## src/rtl/req_encoder_hs_pkg.sv

```systemverilog
// -----------------------------------------------------------------------------
// req_encoder_hs_pkg
// Shared definitions for the request encoder:
//   - clog2()      : ceiling log2, used to size the index from the request count
//   - ARB_FIXED    : arbitration mode, lowest set index wins
//   - ARB_RR       : arbitration mode, round-robin from a rotating pointer
//   - idx_t        : index type for the default four-request configuration
// -----------------------------------------------------------------------------
package req_encoder_hs_pkg;

    localparam int ARB_FIXED = 0;
    localparam int ARB_RR    = 1;

    // Ceiling log2; returns the number of bits needed to index 'value' items.
    function automatic int clog2(input int value);
        int r;
        r = 0;
        while ((32'sd1 << r) < value) begin
            r = r + 1;
        end
        return r;
    endfunction

    localparam int N_DEFAULT = 4;
    localparam int W_DEFAULT = clog2(N_DEFAULT);

    typedef logic [W_DEFAULT-1:0] idx_t;

endpackage : req_encoder_hs_pkg

```

## src/rtl/req_encoder_hs_prio_pick.sv

```systemverilog
// -----------------------------------------------------------------------------
// req_encoder_hs_prio_pick
// Combinational circular priority picker. Scans the candidate vector upward
// starting at 'start', wrapping from N-1 back to 0, and reports the first set
// position. With start tied to zero this is a plain lowest-index encoder.
// Ports:
//   c     [N-1:0]  candidate request vector
//   start [W-1:0]  first position to examine (must be < N)
//   idx   [W-1:0]  selected position (0 when nothing is set)
//   any            at least one candidate bit is set
// -----------------------------------------------------------------------------
module req_encoder_hs_prio_pick
    import req_encoder_hs_pkg::*;
#(
    parameter int N = 4,
    parameter int W = clog2(N)
) (
    input  logic [N-1:0] c,
    input  logic [W-1:0] start,
    output logic [W-1:0] idx,
    output logic         any
);

    // Circular first-one search; the first hit along the scan order wins.
    always_comb begin
        int j;
        idx = '0;
        any = 1'b0;
        j   = 0;
        for (int k = 0; k < N; k++) begin
            // Position visited at step k, wrapped into 0..N-1.
            j = (int'(start) + k) % N;
            if (!any && c[j]) begin
                idx = W'(j);
                any = 1'b1;
            end else begin
                idx = idx;
            end
        end
    end

endmodule : req_encoder_hs_prio_pick

```

## src/rtl/req_encoder_hs.sv

```systemverilog
// -----------------------------------------------------------------------------
// req_encoder_hs
// Collapses N request lines into a stream of binary indices. Incoming request
// levels are merged into a sticky pending register, one request is selected
// per load (fixed priority or round-robin) and presented on a registered
// output guarded by a Valid/Ready handshake.
// Ports:
//   Clk              rising-edge clock
//   Rst_n            asynchronous active-low reset
//   In      [N-1:0]  request levels, sampled every cycle
//   Out     [W-1:0]  index of the granted request (stable while Valid && !Ready)
//   Valid            Out carries an index not yet consumed
//   Ready            consumer takes Out on an edge where Valid && Ready
//   Pending [N-1:0]  requests seen but not yet issued (status)
//   Drop             one-cycle pulse: a request hit an already pending index
// -----------------------------------------------------------------------------
module req_encoder_hs
    import req_encoder_hs_pkg::*;
#(
    parameter int N  = 4,
    parameter int W  = clog2(N),
    parameter int RR = ARB_FIXED
) (
    input  logic         Clk,
    input  logic         Rst_n,
    input  logic [N-1:0] In,
    output logic [W-1:0] Out,
    output logic         Valid,
    input  logic         Ready,
    output logic [N-1:0] Pending,
    output logic         Drop
);

    logic [W-1:0] out_q,     out_d;
    logic         valid_q,   valid_d;
    logic [N-1:0] pending_q, pending_d;
    logic         drop_q,    drop_d;
    logic [W-1:0] ptr_q,     ptr_d;

    logic [N-1:0] cand_s;
    logic         load_s;
    logic [W-1:0] start_s;
    logic [W-1:0] pick_idx_s;
    logic         pick_any_s;
    logic [N-1:0] grant_mask_s;

    // Candidates are everything still pending plus whatever arrives this cycle.
    assign cand_s = pending_q | In;

    // The output slot can take a new index when empty or being drained now.
    assign load_s = !valid_q || Ready;

    // Fixed priority always scans from index 0; round-robin scans from ptr.
    assign start_s = (RR == ARB_RR) ? ptr_q : '0;

    req_encoder_hs_prio_pick #(
        .N (N),
        .W (W)
    ) u_prio_pick (
        .c     (cand_s),
        .start (start_s),
        .idx   (pick_idx_s),
        .any   (pick_any_s)
    );

    // One-hot of the index actually granted at this edge (zero if no grant).
    always_comb begin
        if (load_s && pick_any_s) begin
            grant_mask_s = N'(1) << pick_idx_s;
        end else begin
            grant_mask_s = '0;
        end
    end

    // Next-state for the output slot, pending register and rotation pointer.
    always_comb begin
        out_d     = out_q;
        valid_d   = valid_q;
        pending_d = cand_s;
        ptr_d     = ptr_q;
        if (load_s) begin
            if (pick_any_s) begin
                out_d     = pick_idx_s;
                valid_d   = 1'b1;
                // A fresh level on the granted bit is absorbed by this grant.
                pending_d = cand_s & ~grant_mask_s;
                ptr_d     = (pick_idx_s == W'(N - 1)) ? '0 : (pick_idx_s + W'(1));
            end else begin
                // Out keeps its last value; it is meaningless while Valid=0.
                valid_d   = 1'b0;
                pending_d = '0;
            end
        end else begin
            // Slot occupied and not consumed: just accumulate requests.
            out_d     = out_q;
            valid_d   = valid_q;
            pending_d = cand_s;
        end
    end

    // Drop flags a request landing on a pending bit that is not granted now.
    // An index sitting in Out is no longer pending, so re-requesting it is a
    // new request rather than a drop.
    always_comb begin
        if (|(In & pending_q & ~grant_mask_s)) begin
            drop_d = 1'b1;
        end else begin
            drop_d = 1'b0;
        end
    end

    // State registers; reset discards every pending and in-flight index.
    always_ff @(posedge Clk or negedge Rst_n) begin
        if (!Rst_n) begin
            out_q     <= '0;
            valid_q   <= 1'b0;
            pending_q <= '0;
            drop_q    <= 1'b0;
            ptr_q     <= '0;
        end else begin
            out_q     <= out_d;
            valid_q   <= valid_d;
            pending_q <= pending_d;
            drop_q    <= drop_d;
            ptr_q     <= ptr_d;
        end
    end

    assign Out     = out_q;
    assign Valid   = valid_q;
    assign Pending = pending_q;
    assign Drop    = drop_q;

endmodule : req_encoder_hs

```

## config.mk

```make
export PLATFORM = sky130hd
export DESIGN_NAME = req_encoder_hs
export DESIGN_NICKNAME = d
export VERILOG_FILES = /design/src/rtl/req_encoder_hs_pkg.sv /design/src/rtl/req_encoder_hs_prio_pick.sv /design/src/rtl/req_encoder_hs.sv
export SDC_FILE = /design/constraint.sdc
export NUM_CORES = 1
export LEC_CHECK = 0
export BUFFER_PORTS_ARGS = -buffer_cell sky130_fd_sc_hd__buf_2
export CAP_MARGIN = 5
export CORE_AREA = 5 5 42 44
export CTS_BUF_LIST = sky130_fd_sc_hd__clkbuf_4 sky130_fd_sc_hd__clkbuf_8 sky130_fd_sc_hd__clkbuf_16
export DETAILED_ROUTE_END_ITERATION = 8
export DIE_AREA = 0 0 47 49
export GPL_ROUTABILITY_DRIVEN = 0
export PLACE_DENSITY = 0.55
export SLEW_MARGIN = 20
export SYNTH_ARGS = -nofsm -noshare
export SYNTH_HDL_FRONTEND = slang
export SYNTH_HIERARCHICAL = 1
export SYNTH_SLANG_ARGS = --single-unit
```

## constraint.sdc

```tcl
create_clock -name Clk -period 2.01 [get_ports Clk]
set_input_delay 0.1005 -clock Clk [delete_from_list [all_inputs] [get_ports Clk]]
set_output_delay 0.1005 -clock Clk [all_outputs]
set_load 0.02 [all_outputs]
```

==> results.toml, run 1 <==
[global_route]
grt_max_degree = 9
grt_pass1_wl_um = 1773
grtUsageMet1 = 0.1516
gr-total-overflow = 0
met2_usage = 0.1403
gr-max-usage-layer = "met1"
first_global_vias = 418
grtUsageTotal = 0.1066
antenna_found_initial = 0
use_met3 = 0.03321

[routing]
via_count = 428
drt_pre_antenna_iters = 4
wire_per_inst_um = 10.95
drt_wl_total_um = 1029
viasPerCell = 4.553
postRouteAntennaNets = 0
drtIter0Drc = 5
drc_errors = 0

[final_layout]
insertedDiodeCount = 0
fin_util = 0.4473
final_cell_area_um2 = 626.9
fin_nets = 87
area_growth_pct = 33.24
fill_cells = 139
drive_gt1_frac = 0.3333
seq_area_um2 = 200.2
multi_input_area_um2 = 270.3

[yosys]
synth_flop_cell = "dfrtp_1"
yosysMostFrequentCell = "dfrtp_1"
synth-edff-count = 0
synth.area.top_cells = "dfrtp_1 43%, o21ai_0 6.4%, a21boi_0 6.4%"
synthTopCellsByCount = "8 x dfrtp_1, 6 x inv_1, 6 x o21ai_0"
netlist_area_um2 = 470.5
ys_ff_latch = 8
yosys.area.top_type = "dfrtp_1"
postSynthCellCount = 53
yosys_warnings = 6
synth_top_area_frac = 0.4255
synth-async-reset-ratio = 1.000
syn_area_per_cell_um2 = 8.876
seq_area_frac_synth = 0.4255
synth.distinct_cells = 22

[worst_hold_path]
holdCritPathClass = "in2async"

[critical_path]
r2r_setup_slack_ps = 210
crit_path_end_kind = "register"
startpoint_type = "register"
rr_worst_depth = 5
worstSetupPathType = "reg2reg"
r2r-start = "Pending[2]"
critPathRequiredTime_ps = 2140
cp_max_fo = 5
cp.arrival_ps = 1930
r2r_end = "Drop"

[clocking]
cts_root_buf = "clkbuf_4"
cts_setup_buffers = 0
cts_tree = "yes"
clk_pin_slew_ps = 50
cts_buffers = 3
htree_levels = 1
clk_path_buf_depth = 2
clkLatencyLatePin_ps = 250
cts_sinks = 8

[power]
p_clk_frac = 0.269
vdd_ir_drop_max_uv = 388.5
power.density_nw_per_um2 = 719.3
seqPwrFrac = 0.427
total_power_mw = 0.4509
p_leak_nw = 0.3077
combPwrFrac = 0.304
p_sw_frac = 0.3233
intPower_mw = 0.3051
power_switching_mw = 0.1458

[floorplanning]
num_rows = 14
die_area_um2 = 2303
start_util = 0.3357
die_w_um = 47
core_um2 = 1401
die-height_um = 49
io_pins = 15

[flow_run]
maxCapViolCount = 0

[run_status]
status = "completed"

[timing]
rsz0062_at_grt = "no"
slew_violations = 0
fin_skew_ps = 2.836
min_period_ps = 1802
max_freq_mhz = 554.9
setup_violations = 0
fin_crit_sh = 0.8965
hold_violations = 0
fin_tns_setup_ps = 0

[place]
hpwl_um = 813.4
post_dp_cell_area_um2 = 590.6
numPortBuffers = 14
## power groups by stage
stage / sequential (mW) / combinational, mW / clock [mW]
2_1_floorplan: 0.222 / 0.0606 / 0
6_report: 0.192 / 0.137 / 0.121
5_1_grt: 0.196 / 0.152 / 0.144
3_5_place_dp: 0.196 / 0.134 / 0
3_3_place_gp: 0.195 / 0.135 / 0
4_1_cts: 0.192 / 0.137 / 0.127
## cell usage in the layout (no fill, tap or decap), types with 2 or more instances in the layout
cell | netlist | layout
o21ai_0 | 6 | 6
or2_2 | 4 | 4
buf_2 | 0 | 14
a21oi_1 | 5 | 4
inv_1 | 6 | 6
dfrtp_1 | 8 | 8
a21boi_0 | 4 | 4
conb_1 | 1 | 7
nand2b_1 | 2 | 2
nand2_1 | 3 | 3
nand3_1 | 2 | 2
clkbuf_4 | 0 | 3
## registers in the layout, indices dropped and copies added, names as in the netlist
signal and cells:
Pending 4, Valid 1, Drop 1, Out 2
## kinds of logic (layout without fill, tap and decap cells)
logic type             count (synthesis)  after routing  synth area share
multiplexers                           2              2           0.04787
other                                  1              7          0.007971
flip-flops                             8              8            0.4255
buffers and inverters                  7             26           0.05584
AND/OR/NAND/NOR                       13             13            0.1516
AO/OA/AOI/OAI                         22             22            0.3112
## routing by layer
layer / routed length [um] / part of all wire
met1: 516 / 0.50
met2: 451 / 0.44
met3: 60 / 0.058
met4: 0 / 0
met5: 0 / 0
## how the worst max path moves through the flow
stage | startpoint | cells after the start | to
global route | Pending[0] | 6 | Pending[3]
global placement | Pending[2] | 5 | Drop
detailed placement | Pending[2] | 5 | Drop
finish | Pending[2] | 5 | Drop
floorplan | Pending[0] | 7 | Drop
CTS | Pending[2] | 5 | Drop
## timing repair
item,4_1_cts,5_1_grt
endpoints found under the setup margin,0,2
resized for setup,0,1
hold endpoints to repair,8,0
hold buffers,1,0
## per-stage QoR
stage | instances | setup WS, ps | hold slack (ps)
2_1_floorplan | 59 | 80.21 | -195.1
3_5_place_dp | 90 | 136.4 | -50.95
4_1_cts | 94 | 117.2 | 210.6
6_report | 94 | 208.0 | 213.5
3_3_place_gp | 90 | 145.3 | -48.16
5_1_grt | 94 | 75.45 | 222.5
## critical path: stages (launching register included)
cell and delay [ps]:
dfrtp_1 390, or2_2 340, a221o_1 340, a21oi_2 230, a32oi_1 120, a211o_1 240
## layout make-up
type | instances | share of cell area
flip-flops and latches | 8 | 0.3194
inverters | 7 | 0.04192
clock buffers | 3 | 0.03593
multi-input cells | 44 | 0.4311
well taps | 16 | 0.03194
repair buffers | 16 | 0.1397
Power figures use the tool's default switching activity.
==> run 2: changes to the inputs <==
- PLACE_DENSITY: 0.55 -> 0.47
- SYNTH_HIERARCHICAL: 1 -> default
==> run 2 against run 1 <==
Effect of this change:
- clock skew down 1.7 ps
- non-clock buffer count down 1
- synthesized cell count down 36%
- die area unchanged
- sequential power down 8%
- area after synthesis down 20%
- global-route usage down 2.8 points
- largest cell class is now sequential cells
==> results.toml, run 2 <==
[place]
post_dp_cell_area_um2 = 467.9
hpwl_um = 669.7
pre_cts_ws_ps = 901.1
numPortBuffers = 14

[floorplanning]
die_w_um = 47
core_um2 = 1401
num_rows = 14
die_area_um2 = 2303
io_pins = 15
start_util = 0.2696
die-height_um = 49

[yosys]
synth-async-reset-ratio = 1.000
seq_area_frac_synth = 0.5298
postSynthCellCount = 34
synth_flop_cell = "dfrtp_1"
netlist_area_um2 = 377.9
synth.distinct_cells = 17
yosys_warnings = 0
syn_area_per_cell_um2 = 11.11
synth.area.top_cells = "dfrtp_1 53%, nor2_1 5.0%, o32ai_2 4.3%"
yosysMostFrequentCell = "dfrtp_1"
synthTopCellsByCount = "8 x dfrtp_1, 5 x nor2_1, 4 x nand2_1"
synth_top_area_frac = 0.5298
yosys.area.top_type = "dfrtp_1"
synth-edff-count = 0
ys_ff_latch = 8
syn_nets = 41

[final_layout]
final_cell_area_um2 = 500.5
final_cell_mix = "14 x buf_2, 8 x dfrtp_1, 5 x nor2_1"
layout_commonest_cell = "buf_2"
insertedDiodeCount = 0
area_growth_pct = 32.45
drive_gt1_frac = 0.4808
fin_nets = 61
largest_reg_flops = 4

[timing]
final.setup.worst_slack_ps = 896.0
fin_skew_ps = 1.146
rsz0062_at_grt = "no"
worstMarginPinSlew_ps = 261.6
fin_crit_sh = 0.5542
hold_violations = 0
setup_violations = 0
slew_headroom = 0.8249
fin_tns_setup_ps = 0
slew_violations = 0
min_period_ps = 1114
max_freq_mhz = 897.7

[clocking]
cts_setup_buffers = 0
cts_sinks = 8
clk_pin_slew_ps = 50
cts_root_buf = "clkbuf_4"
clk_path_buf_depth = 2
htree_levels = 1
cts_tree = "yes"
cts_buffers = 3
clkLatencyLatePin_ps = 250

[routing]
drtIter0Drc = 3
wire_per_inst_um = 12.03
viasPerCell = 4.603
drt_wl_total_um = 818
drt_pre_antenna_iters = 4
postRouteAntennaNets = 0
via_count = 313
drc_errors = 0

[global_route]
grt_max_degree = 9
gr-total-overflow = 0
first_global_vias = 312
antenna_found_initial = 0
grtUsageTotal = 0.07900
grt_pass1_wl_um = 1262

[run_status]
status = "completed"

[flow_run]
maxCapViolCount = 0

[power]
power.density_nw_per_um2 = 715.6
p_leak_nw = 0.2160
vdd_ir_drop_max_uv = 374.8

[critical_path]
startpoint_type = "register"
crit_path_end_kind = "register"
cp_max_fo = 4
critPathRequiredTime_ps = 2130
cp.arrival_ps = 1240
worstSetupPathType = "reg2reg"

[worst_hold_path]
holdCritPathClass = "in2reg"
[run 2: worst max-delay path: stages, from the launching register on]
cell	delay, ps
dfrtp_1	380
nor2_1	240
and4_4	280
o32ai_2	90
[run 2: path summary, 6_finish.rpt]
check	endpoint	from	slack, ps	depth (start not counted)
max	Drop	Pending[2]	900	3
min	Valid	In[3]	120	3
max reg2reg	Drop	Pending[2]	900	3
min reg2reg	Out[0]	Out[0]	520	1
max in group asynchronous	Out[1]	Rst_n	1620	2
min in group asynchronous	Drop	Rst_n	220	2
[run 2: routing by layer]
metal | routed length (um) | track usage | vias to the layer above
met5 | 0 | 0 | -
met4 | 6 | 0.02765 | 0
met3 | 91 | 0.06273 | 2
met2 | 370 | 0.1086 | 11
met1 | 350 | 0.09091 | 142
li1 | - | - | 158
[run 2: per-stage QoR]
stage	instances	power (mW)	hold WS, ps	util
finish	68	0.3582	120.9	0.3571
global route	68	0.3840	145.5	0.3571
CTS	68	0.3694	112.4	0.3571
detailed placement	64	0.2439	-46.14	0.3339
global placement	64	0.2446	-41.09	0.3339
floorplan	34	0.2174	-195.1	-
[run 2: area by class of cell]
type                            count  area, um2
Fill cell                         151      900.9
Sequential cell                     8      200.2
Multi-Input combinational cell     26      177.7
Timing Repair Buffer               15      80.08
Clock buffer                        3      22.52
Tap cell                           16      20.02
[run 2: repair_timing]
action                                  4_1_cts  5_1_grt
endpoints found under the setup margin        0        0
hold endpoints to repair                      8        0
hold buffers                                  1        0
gates resized for setup                       0        0
[run 2: cell families after synthesis]
kind of cell	count (synthesis)	synth area share
DFF	8	0.5298
AOI/OAI and AO/OA	9	0.1887
and+or+nand+nor	17	0.2815
[run 2: power breakdown]
group | internal (mW) | switching [mW] | total, mW
combinational | 0.0274 | 0.0368 | 0.0641
clock | 0.0679 | 0.0487 | 0.117
sequential | 0.171 | 0.00637 | 0.177
total | 0.266 | 0.0918 | 0.358
==> run 3: changes to the inputs <==
- clock period: 2.01 -> 1.2 ns (I/O delays scaled with it)
==> run 3 against run 2 <==
Effect of this change:
- global-route usage increased by 0.68 points
- routed wire length increased by 5.4%
- register-to-register slack got worse by 790 ps
- sequential share of layout area decreased by 2.4 points
- final area increased by 6.5%
- cell count increased by 5.9%
- first-iteration DRC count decreased by 67%
- via count increased by 0.96%
- largest cell class unchanged
==> results.toml, run 3 (synthesis gave the netlist of run 2 again) <==
[flow_run]
maxCapViolCount = 0

[clocking]
cts_setup_buffers = 0
cts_tree = "yes"
clk_path_buf_depth = 2
clk_pin_slew_ps = 50
clkLatencyLatePin_ps = 250
cts_buffers = 3
cts_sinks = 8
htree_levels = 1
cts_root_buf = "clkbuf_4"

[final_layout]
insertedDiodeCount = 0
drive_gt1_frac = 0.5357
largest_reg_flops = 4
area_growth_pct = 41.06
layout_commonest_cell = "buf_2"
fin_util = 0.3804
final_cell_mix = "14 x buf_2, 8 x dfrtp_1, 4 x nor2_1, 4 x nand2_1, 4 x buf_4"
fin_nets = 65

[routing]
drt_pre_antenna_iters = 4
drt_wl_total_um = 862
via_count = 316
wire_per_inst_um = 11.97
postRouteAntennaNets = 0
drtIter0Drc = 1
viasPerCell = 4.389
drc_errors = 0

[critical_path]
cp.arrival_ps = 1220
critPathRequiredTime_ps = 1330
cp_max_fo = 4
worstSetupPathType = "reg2reg"
crit_path_end_kind = "register"
startpoint_type = "register"

[floorplanning]
core_um2 = 1401
die-height_um = 49
die_w_um = 47
die_area_um2 = 2303
io_pins = 15
num_rows = 14
start_util = 0.2696

[timing]
hold_violations = 0
setup_violations = 0
slew_headroom = 0.8435
fin_skew_ps = 2.446
min_period_ps = 1092
rsz0062_at_grt = "no"
worstMarginPinSlew_ps = 233.4
fin_tns_setup_ps = 0
slew_violations = 0
fin_crit_sh = 0.9104
max_freq_mhz = 915.4

[global_route]
first_global_vias = 324
antenna_found_initial = 0
grt_max_degree = 9
gr-total-overflow = 0
grt_pass1_wl_um = 1359
grtUsageTotal = 0.08582

[power]
power.density_nw_per_um2 = 1142
vdd_ir_drop_max_uv = 655.5
p_leak_nw = 0.2369

[place]
numPortBuffers = 14
hpwl_um = 705.5

[run_status]
status = "completed"

[worst_hold_path]
holdCritPathClass = "in2reg"
-- run 3: cell types whose count changed in the layout (fill, tap and decap cells not counted), sizes merged --
cell / change
buf: +4
-- run 3: worst max-delay path, stage by stage (launching register included) --
cell and delay (ps):
dfrtp_1 400, or2_0 230, o21ai_1 140, o2bb2a_2 220
-- run 3: stage by stage --
stage	cells	instance area (um2)	hold WS (ps)	setup WS, ps	power [mW]
floorplan	34	377.9	-235.6	66.36	0.3642
global placement	68	498.0	-82.83	95.96	0.4164
detailed placement	68	498.0	-84.70	100.6	0.4161
CTS	72	530.5	105.8	76.30	0.6251
global route	72	533.0	117.6	50.77	0.6606
finish	72	533.0	109.7	107.5	0.6085
-- run 3: cell type report --
type	instances	area (um2)
tap	16	20.02
multi-input combinational	26	180.2
clock buffer	3	22.52
timing repair buffer	19	110.1
sequential	8	200.2
fill	155	868.3
-- run 3: timing repair --
| action | CTS | global route |
|---|---|---|
| resized for setup | 0 | 1 |
| setup endpoints to repair | 0 | 1 |
| endpoints found under the hold margin | 8 | 0 |
| hold buffers | 1 | 0 |
-- run 3: final timing paths --
check,startpoint,to,slack (ps),depth (start not counted)
setup reg to reg,Pending[1],Out[0],110,3
setup / recovery,Pending[1],Out[0],110,3
max in group asynchronous,Rst_n,Pending[0],840,2
hold reg to reg,Out[0],Out[0],520,1
hold / removal,In[2],Pending[2],110,3
min in group asynchronous,Rst_n,Pending[2],190,2
-- run 3: power breakdown --
group          leakage (nW)  internal (mW)  switching [mW]
registers            0.0837          0.286         0.00915
clock network        0.0138          0.114          0.0819
logic                 0.139         0.0524          0.0648
total                 0.237          0.453           0.156
-- run 3: metal layers --
metal | wire [um] | part of all wire | GRT usage
met2 | 400 | 0.46 | 0.1222
met1 | 368 | 0.43 | 0.1034
met4 | 0 | 0 | 0.01382
met5 | 0 | 0 | 0
met3 | 94 | 0.11 | 0.06642
